==> src/rtl/exec_mem_reg.sv <==
// exec_mem_reg -- execute-to-memory pipeline register of the pipelined Y86-64 core.
//
// Purpose:
//   Captures the execute-stage results (stat, icode, cnd, valE, valA, dstE, dstM)
//   and presents them to the memory stage one cycle later. Also owns the
//   architectural condition-code register: execute reads cc and returns cc_new,
//   and this block decides whether that value is committed.
//
// Ports:
//   clk, reset          rising-edge clock, synchronous active-high reset
//   stall_m, bubble_m   pipeline control (stall holds, bubble inserts a nop)
//   e_*                 execute-stage results to be registered
//   cc_new              CC computed by execute: [0]=ZF, [1]=SF, [2]=OF
//   m_stat_now, w_stat  status of the instructions now in M and W (CC gating)
//   cc                  architectural CC {OF,SF,ZF}
//   M_*                 registered memory-stage values
//
// There are no handshakes and no FSM: every output is a plain register.
module exec_mem_reg #(
  parameter int unsigned WIDTH     = 64,
  parameter logic [3:0]  RNONE     = 4'hF,
  parameter logic [3:0]  NOP_ICODE = 4'h1,
  parameter logic [2:0]  CC_RESET  = 3'b001
) (
  input  logic             clk,
  input  logic             reset,
  input  logic             stall_m,
  input  logic             bubble_m,
  input  logic [2:0]       e_stat,
  input  logic [3:0]       e_icode,
  input  logic             e_cnd,
  input  logic [WIDTH-1:0] e_valE,
  input  logic [WIDTH-1:0] e_valA,
  input  logic [3:0]       e_dstE,
  input  logic [3:0]       e_dstM,
  input  logic [2:0]       cc_new,
  input  logic [2:0]       m_stat_now,
  input  logic [2:0]       w_stat,
  output logic [2:0]       cc,
  output logic [2:0]       M_stat,
  output logic [3:0]       M_icode,
  output logic             M_cnd,
  output logic [WIDTH-1:0] M_valE,
  output logic [WIDTH-1:0] M_valA,
  output logic [3:0]       M_dstE,
  output logic [3:0]       M_dstM
);

  localparam logic [2:0] STAT_AOK  = 3'd1;
  localparam logic [2:0] STAT_HLT  = 3'd2;
  localparam logic [2:0] STAT_ADR  = 3'd3;
  localparam logic [2:0] STAT_INS  = 3'd4;
  localparam logic [3:0] ICODE_CMOV = 4'h2;
  localparam logic [3:0] ICODE_OPQ  = 4'h6;

  logic [2:0]       stat_q,  stat_d;
  logic [3:0]       icode_q, icode_d;
  logic             cnd_q,   cnd_d;
  logic [WIDTH-1:0] vale_q,  vale_d;
  logic [WIDTH-1:0] vala_q,  vala_d;
  logic [3:0]       dste_q,  dste_d;
  logic [3:0]       dstm_q,  dstm_d;
  logic [2:0]       cc_q,    cc_d;

  logic m_exc;
  logic w_exc;
  logic set_cc;

  // An excepting instruction already in M or W freezes CC so that no younger
  // OPq can change architectural state after the fault.
  assign m_exc  = (m_stat_now == STAT_HLT) || (m_stat_now == STAT_ADR) ||
                  (m_stat_now == STAT_INS);
  assign w_exc  = (w_stat == STAT_HLT) || (w_stat == STAT_ADR) ||
                  (w_stat == STAT_INS);
  assign set_cc = (e_icode == ICODE_OPQ) && !reset && !stall_m && !m_exc && !w_exc;

  // Next-state for the M registers: stall > bubble > load. Reset is applied in
  // the register process so it overrides everything, including X inputs.
  always_comb begin
    stat_d  = stat_q;
    icode_d = icode_q;
    cnd_d   = cnd_q;
    vale_d  = vale_q;
    vala_d  = vala_q;
    dste_d  = dste_q;
    dstm_d  = dstm_q;
    if (!stall_m) begin
      if (bubble_m) begin
        stat_d  = STAT_AOK;
        icode_d = NOP_ICODE;
        cnd_d   = 1'b0;
        vale_d  = '0;
        vala_d  = '0;
        dste_d  = RNONE;
        dstm_d  = RNONE;
      end else begin
        stat_d  = e_stat;
        icode_d = e_icode;
        cnd_d   = e_cnd;
        vale_d  = e_valE;
        vala_d  = e_valA;
        // A cmov whose condition failed must not write its destination.
        // rrmovq shares the icode but always arrives with cnd=1.
        dste_d  = ((e_icode == ICODE_CMOV) && !e_cnd) ? RNONE : e_dstE;
        dstm_d  = e_dstM;
      end
    end
  end

  // CC is independent of bubble_m: an OPq in E commits even while M bubbles.
  always_comb begin
    cc_d = cc_q;
    if (set_cc) begin
      cc_d = cc_new;
    end
  end

  always_ff @(posedge clk) begin
    if (reset) begin
      stat_q  <= STAT_AOK;
      icode_q <= NOP_ICODE;
      cnd_q   <= 1'b0;
      vale_q  <= '0;
      vala_q  <= '0;
      dste_q  <= RNONE;
      dstm_q  <= RNONE;
      cc_q    <= CC_RESET;
    end else begin
      stat_q  <= stat_d;
      icode_q <= icode_d;
      cnd_q   <= cnd_d;
      vale_q  <= vale_d;
      vala_q  <= vala_d;
      dste_q  <= dste_d;
      dstm_q  <= dstm_d;
      cc_q    <= cc_d;
    end
  end

  assign cc      = cc_q;
  assign M_stat  = stat_q;
  assign M_icode = icode_q;
  assign M_cnd   = cnd_q;
  assign M_valE  = vale_q;
  assign M_valA  = vala_q;
  assign M_dstE  = dste_q;
  assign M_dstM  = dstm_q;

endmodule

==> config.mk <==
export PLATFORM = sky130hd
export DESIGN_NAME = exec_mem_reg
export DESIGN_NICKNAME = d
export VERILOG_FILES = /design/src/rtl/exec_mem_reg.sv
export SDC_FILE = /design/constraint.sdc
export NUM_CORES = 1
export LEC_CHECK = 0
export ABC_AREA = 1
export BUFFER_PORTS_ARGS = -buffer_cell sky130_fd_sc_hd__buf_2
export CAP_MARGIN = 20
export CORE_AREA = 2 2 117 119
export CTS_BUF_LIST = sky130_fd_sc_hd__clkbuf_8
export CTS_CLUSTER_SIZE = 8
export DETAILED_ROUTE_END_ITERATION = 10
export DIE_AREA = 0 0 119 121
export GPL_TIMING_DRIVEN = 1
export PLACE_DENSITY_LB_ADDON = 0.1
export SLEW_MARGIN = 10
export SYNTH_ARGS = -nofsm -noshare
export SYNTH_HDL_FRONTEND = slang
export SYNTH_SLANG_ARGS = --single-unit
==> constraint.sdc <==
create_clock -name clk -period 1.45 [get_ports clk]
set_input_delay 0.29 -clock clk [delete_from_list [all_inputs] [get_ports clk]]
set_output_delay 0.29 -clock clk [all_outputs]
set_load 0.02 [all_outputs]
# Word level (Yosys, flattened, before mapping)
# Cells that the tools add are included.
# W data, S select, Z words.
[totals]
regBits = 147
output_inout_bits = 147
word_cells = 38
[classes]
eq_ne = 8
mux = 8
n_reduce_logical = 14
[op_table]
columns = ["operator", "count"]
rows = [
  ["$mux W64", 2],
  ["$mux W4", 4],
  ["$eq A3 B2 Y1 const B", 4],
  ["$eq A3 B3 Y1 const B", 2],
  ["$logic_and A1 B1 Y1", 5],
  ["$logic_not A1 Y1", 5],
  ["$eq A4 B2 Y1 const B", 1],
  ["$eq A4 B3 Y1 const B", 1],
  ["$logic_or A1 B1 Y1", 4],
  ["$mux W3", 1],
  ["$mux W1", 1],
]

# Depth between registers and ports, before layout
[logic_depth]
word_depth = 6
depth_mapped = 7

# Worst setup path after synthesis
# OpenSTA, ideal clock, no wires.
[synth_timing]
path_type = "input port to flip-flop"
start = "input port reset"
end = "register cc_q[1], in the netlist cc[1]"
setup_time_ps = 115
arrival_ps = 981
required_time_ps = 1335
setup_slack_ps = 354
stages = 7
path_buffers = 1
cell_sequence = "buf_2 -> inv_1 -> nand3_1 -> nor2_2 -> nand3_1 -> nand2_1 -> nor2_1"
[synth_between]
elab_chain_cells = 5
[synth_rtl]
columns = ["element", "line_no", "rtl"]
rows = [
  ["start: declaration", "26", "input logic reset,"],
  ["$logic_not A1 Y1", "75", "assign set_cc = (e_icode == ICODE_OPQ) && !reset && !stall_m && !m_exc && !w_exc;"],
  ["$logic_and A1 B1 Y1 (4 in a row)", "75", ""],
  ["end signal: assignment", "127", "cc_q <= CC_RESET;"],
  ["end signal: assignment", "136", "cc_q <= cc_d;"],
  ["end: declaration", "63", "logic [2:0] cc_q, cc_d;"],
]
# Parallel ways exist; a longest one is shown, timed or not.
# A chain may end at the register's enable or synchronous reset.

# Worst setup path after layout
[layout_timing]
start = "register vala_q[11], in the netlist M_valA[11]"
end = "output port M_valA[11]"
[layout_lines]
columns = ["element", "line_no", "rtl"]
rows = [
  ["start: declaration", "60", "logic [WIDTH-1:0] vala_q, vala_d;"],
  ["start signal: assignment", "133", "vala_q <= vala_d;"],
  ["end: declaration", "44", "output logic [WIDTH-1:0] M_valA,"],
]
# No word-level cell between the ends.

==> results.yml <==
status:
  status: "finished clean"
floorplan:
  die_h_um: 121
  design.core.area_mm2: 0.0131
  die_width_um: 119
  ioPinCount: 304
  initial_core_util: 0.391
  die_area_mm2: 0.0144
  rows: 42
routing:
  vias: 5129
  drcViolationCount: 0
  first_pass_iters: 4
  via_per_inst: 4.53
  drtIter0Drc: 301
  routed_wl_um: 15300
  postRouteAntennaNets: 0
  wire_per_inst_um: 13.5
sta:
  clock.fmax_mhz: 767
  final_max_slew_viol_count: 0
  fin_worst_skew_ns: 0
  finalHoldViolations: 0
  finalSetupViolCount: 0
  setup_tns_ns: 0
  slew_headroom: 0.713
  fin_crit_sh: 0.899
  tightest_slew_ns: 0.431
  rsz0062_at_grt: "false"
  min_period_ns: 1.30
yosys:
  yosys_warnings: 0
  synth_top_area_frac: 0.574
  syn_area_mm2: 0.00512
  synth_seq_area_share: 0.574
  ys_types: 16
  syn_inst: 654
  yosys-top-cells-area: "dfxtp_1, nand2_1, a21oi_1"
  yosysTopAreaCell: "dfxtp_1"
  syn-num-nets: 811
  avgSynthCellArea_um2: 7.83
  ys_ff_latch: 147
global_routing:
  gr-max-usage-layer: "met2"
  grt_pass1_vias: 4816
  use_met2: 0.344
  grt_max_degree: 77
  grt_pass1_wl_um: 24000
  met3_usage: 0.0902
  antenna_found_initial: 2
  use_met1: 0.242
  grt-ovfl-total: 0
  track_usage: 0.211
clock_tree:
  clk_pin_slew_ns: 0.08
  cts_sinks: 147
  cts_setup_buffers: 0
  clkLatencyLatePin_ns: 0.43
  cts_root_buf: "clkbuf_8"
  cts_hold_buffers: 0
  clockBufferDepth: 2
  cts_resized: 0
  numCtsBuffers: 17
  htree_levels: 4
  cts_tree: "done"
worst_setup_path:
  startpoint_type: "flip-flop"
  cp_max_fo: 2
  crit_family: "flip-flops"
  slowest_stage: "dfxtp_1"
  path_buf_inv: 1
  crit_path_end_kind: "primary output"
  worstPathRequired_ns: 1.16
  path_class: "reg2out"
  crit_chain: "buf_2"
  cp_slowest_stage_delay_ns: 0.38
  worstPathArrival_ns: 1.01
layout:
  area_growth_pct: 41.0
  layout-drive-gt1-share: 0.362
  num-nets-final: 1099
  fin_area_mm2: 0.00722
placement:
  placed_area_mm2: 0.00678
  io_buffers: 303
  gp_congestion: 0.845
  hpwl_um: 10800
power:
  peakVddDrop_v: 0.000600
  power_density_mw_per_mm2: 1210
  p_leak_nw: 3.40
min_path:
  hold_path.class: "in2reg"
flow_run:
  cap_violations: 0
==> state kept, by name, indices dropped and copies added, names as in the netlist <==
| signal | cells |
|---|---|
| M_dstE | 4 |
| M_valE | 64 |
| M_dstM | 4 |
| M_cnd | 1 |
| cc | 3 |
| M_icode | 4 |
| M_stat | 3 |
| M_valA | 64 |
==> final timing paths <==
| check | slack, ns | cells past startpoint | startpoint | to |
|---|---|---|---|---|
| worst max register to register | 0.74 | 3 | M_dstE[1] | M_dstE[1] |
| worst max-delay path | 0.15 | 1 | M_valA[11] | M_valA[11] |
| worst min register to register | 0.46 | 2 | M_valE[38] | M_valE[38] |
| worst min-delay path | 0.07 | 3 | e_dstE[0] | M_dstE[0] |
==> metal layers <==
layer  up-vias  part of all wire
met3        20             0.096
li1       2669                 -
met4         0             0.022
met5         -                 0
met1      2228              0.41
met2       212              0.48
==> power by group <==
| part | total, W | internal, W | switching [W] |
|---|---|---|---|
| Combinational | 0.00101 | 0.000392 | 0.000617 |
| Sequential | 0.00426 | 0.00419 | 0.0000729 |
| Clock | 0.00346 | 0.00198 | 0.00148 |
==> through the flow <==
| stage | utilization | power (W) | worst slack [ns] | std cells | hold slack [ns] |
|---|---|---|---|---|---|
| final | 0.552 | 0.00873 | 0.146 | 1132 | 0.0658 |
| after global routing | 0.552 | 0.00912 | 0.0924 | 1130 | 0.0451 |
| after CTS | 0.552 | 0.00883 | 0.108 | 1130 | 0.0317 |
| after detailed placement | 0.518 | 0.00537 | 0.134 | 1099 | 0.445 |
| after global placement | 0.518 | 0.00536 | 0.162 | 1099 | 0.442 |
| after floorplan | - | 0.00490 | 0.354 | 654 | 0.415 |
==> synth_stat cells <==
cell type,number
a21oi_1,136
buf_1,3
buf_2,18
buf_4,9
clkbuf_1,15
clkinv_1,1
dfxtp_1,147
inv_1,8
nand2_1,287
nand3_1,6
nor2_1,10
nor2_2,1
nor2_4,1
nor3_1,2
o21bai_1,4
o22ai_1,6
==> cells in the final DEF, fill, tap and decap left out <==
cell        netlist  layout
o22ai_1           6       6
inv_1             8      10
clkbuf_8          0      20
buf_2            18     301
clkinvlp_4        0       3
dfxtp_1         147     147
nor2_1           10      10
nor3_1            2       2
buf_4             9       8
bufinv_16         0       4
nor2_2            1       1
diode_2           0       2
nor2_4            1       1
nand2_1         287     287
clkinv_1          1       1
o21bai_1          4       4
a21oi_1         136     136
clkinv_2          0       2
nand3_1           6       6
buf_12            0       5
==> cell families after synthesis <==
kind of cell | share of synthesized area
buffers and inverters | 0.0506
and+or+nand+nor | 0.229
DFF | 0.574
AOI/OAI and AO/OA | 0.146
==> cell type report <==
class,count,area [um2]
antenna,2,5.00
clock buffer,20,275
clock inverter,11,160
fill,1297,5860
inverter,9,33.8
multi-input combinational,453,1920
sequential,147,2940
tap,176,220
timing repair buffer,314,1670
Power figures use the tool's default switching activity.
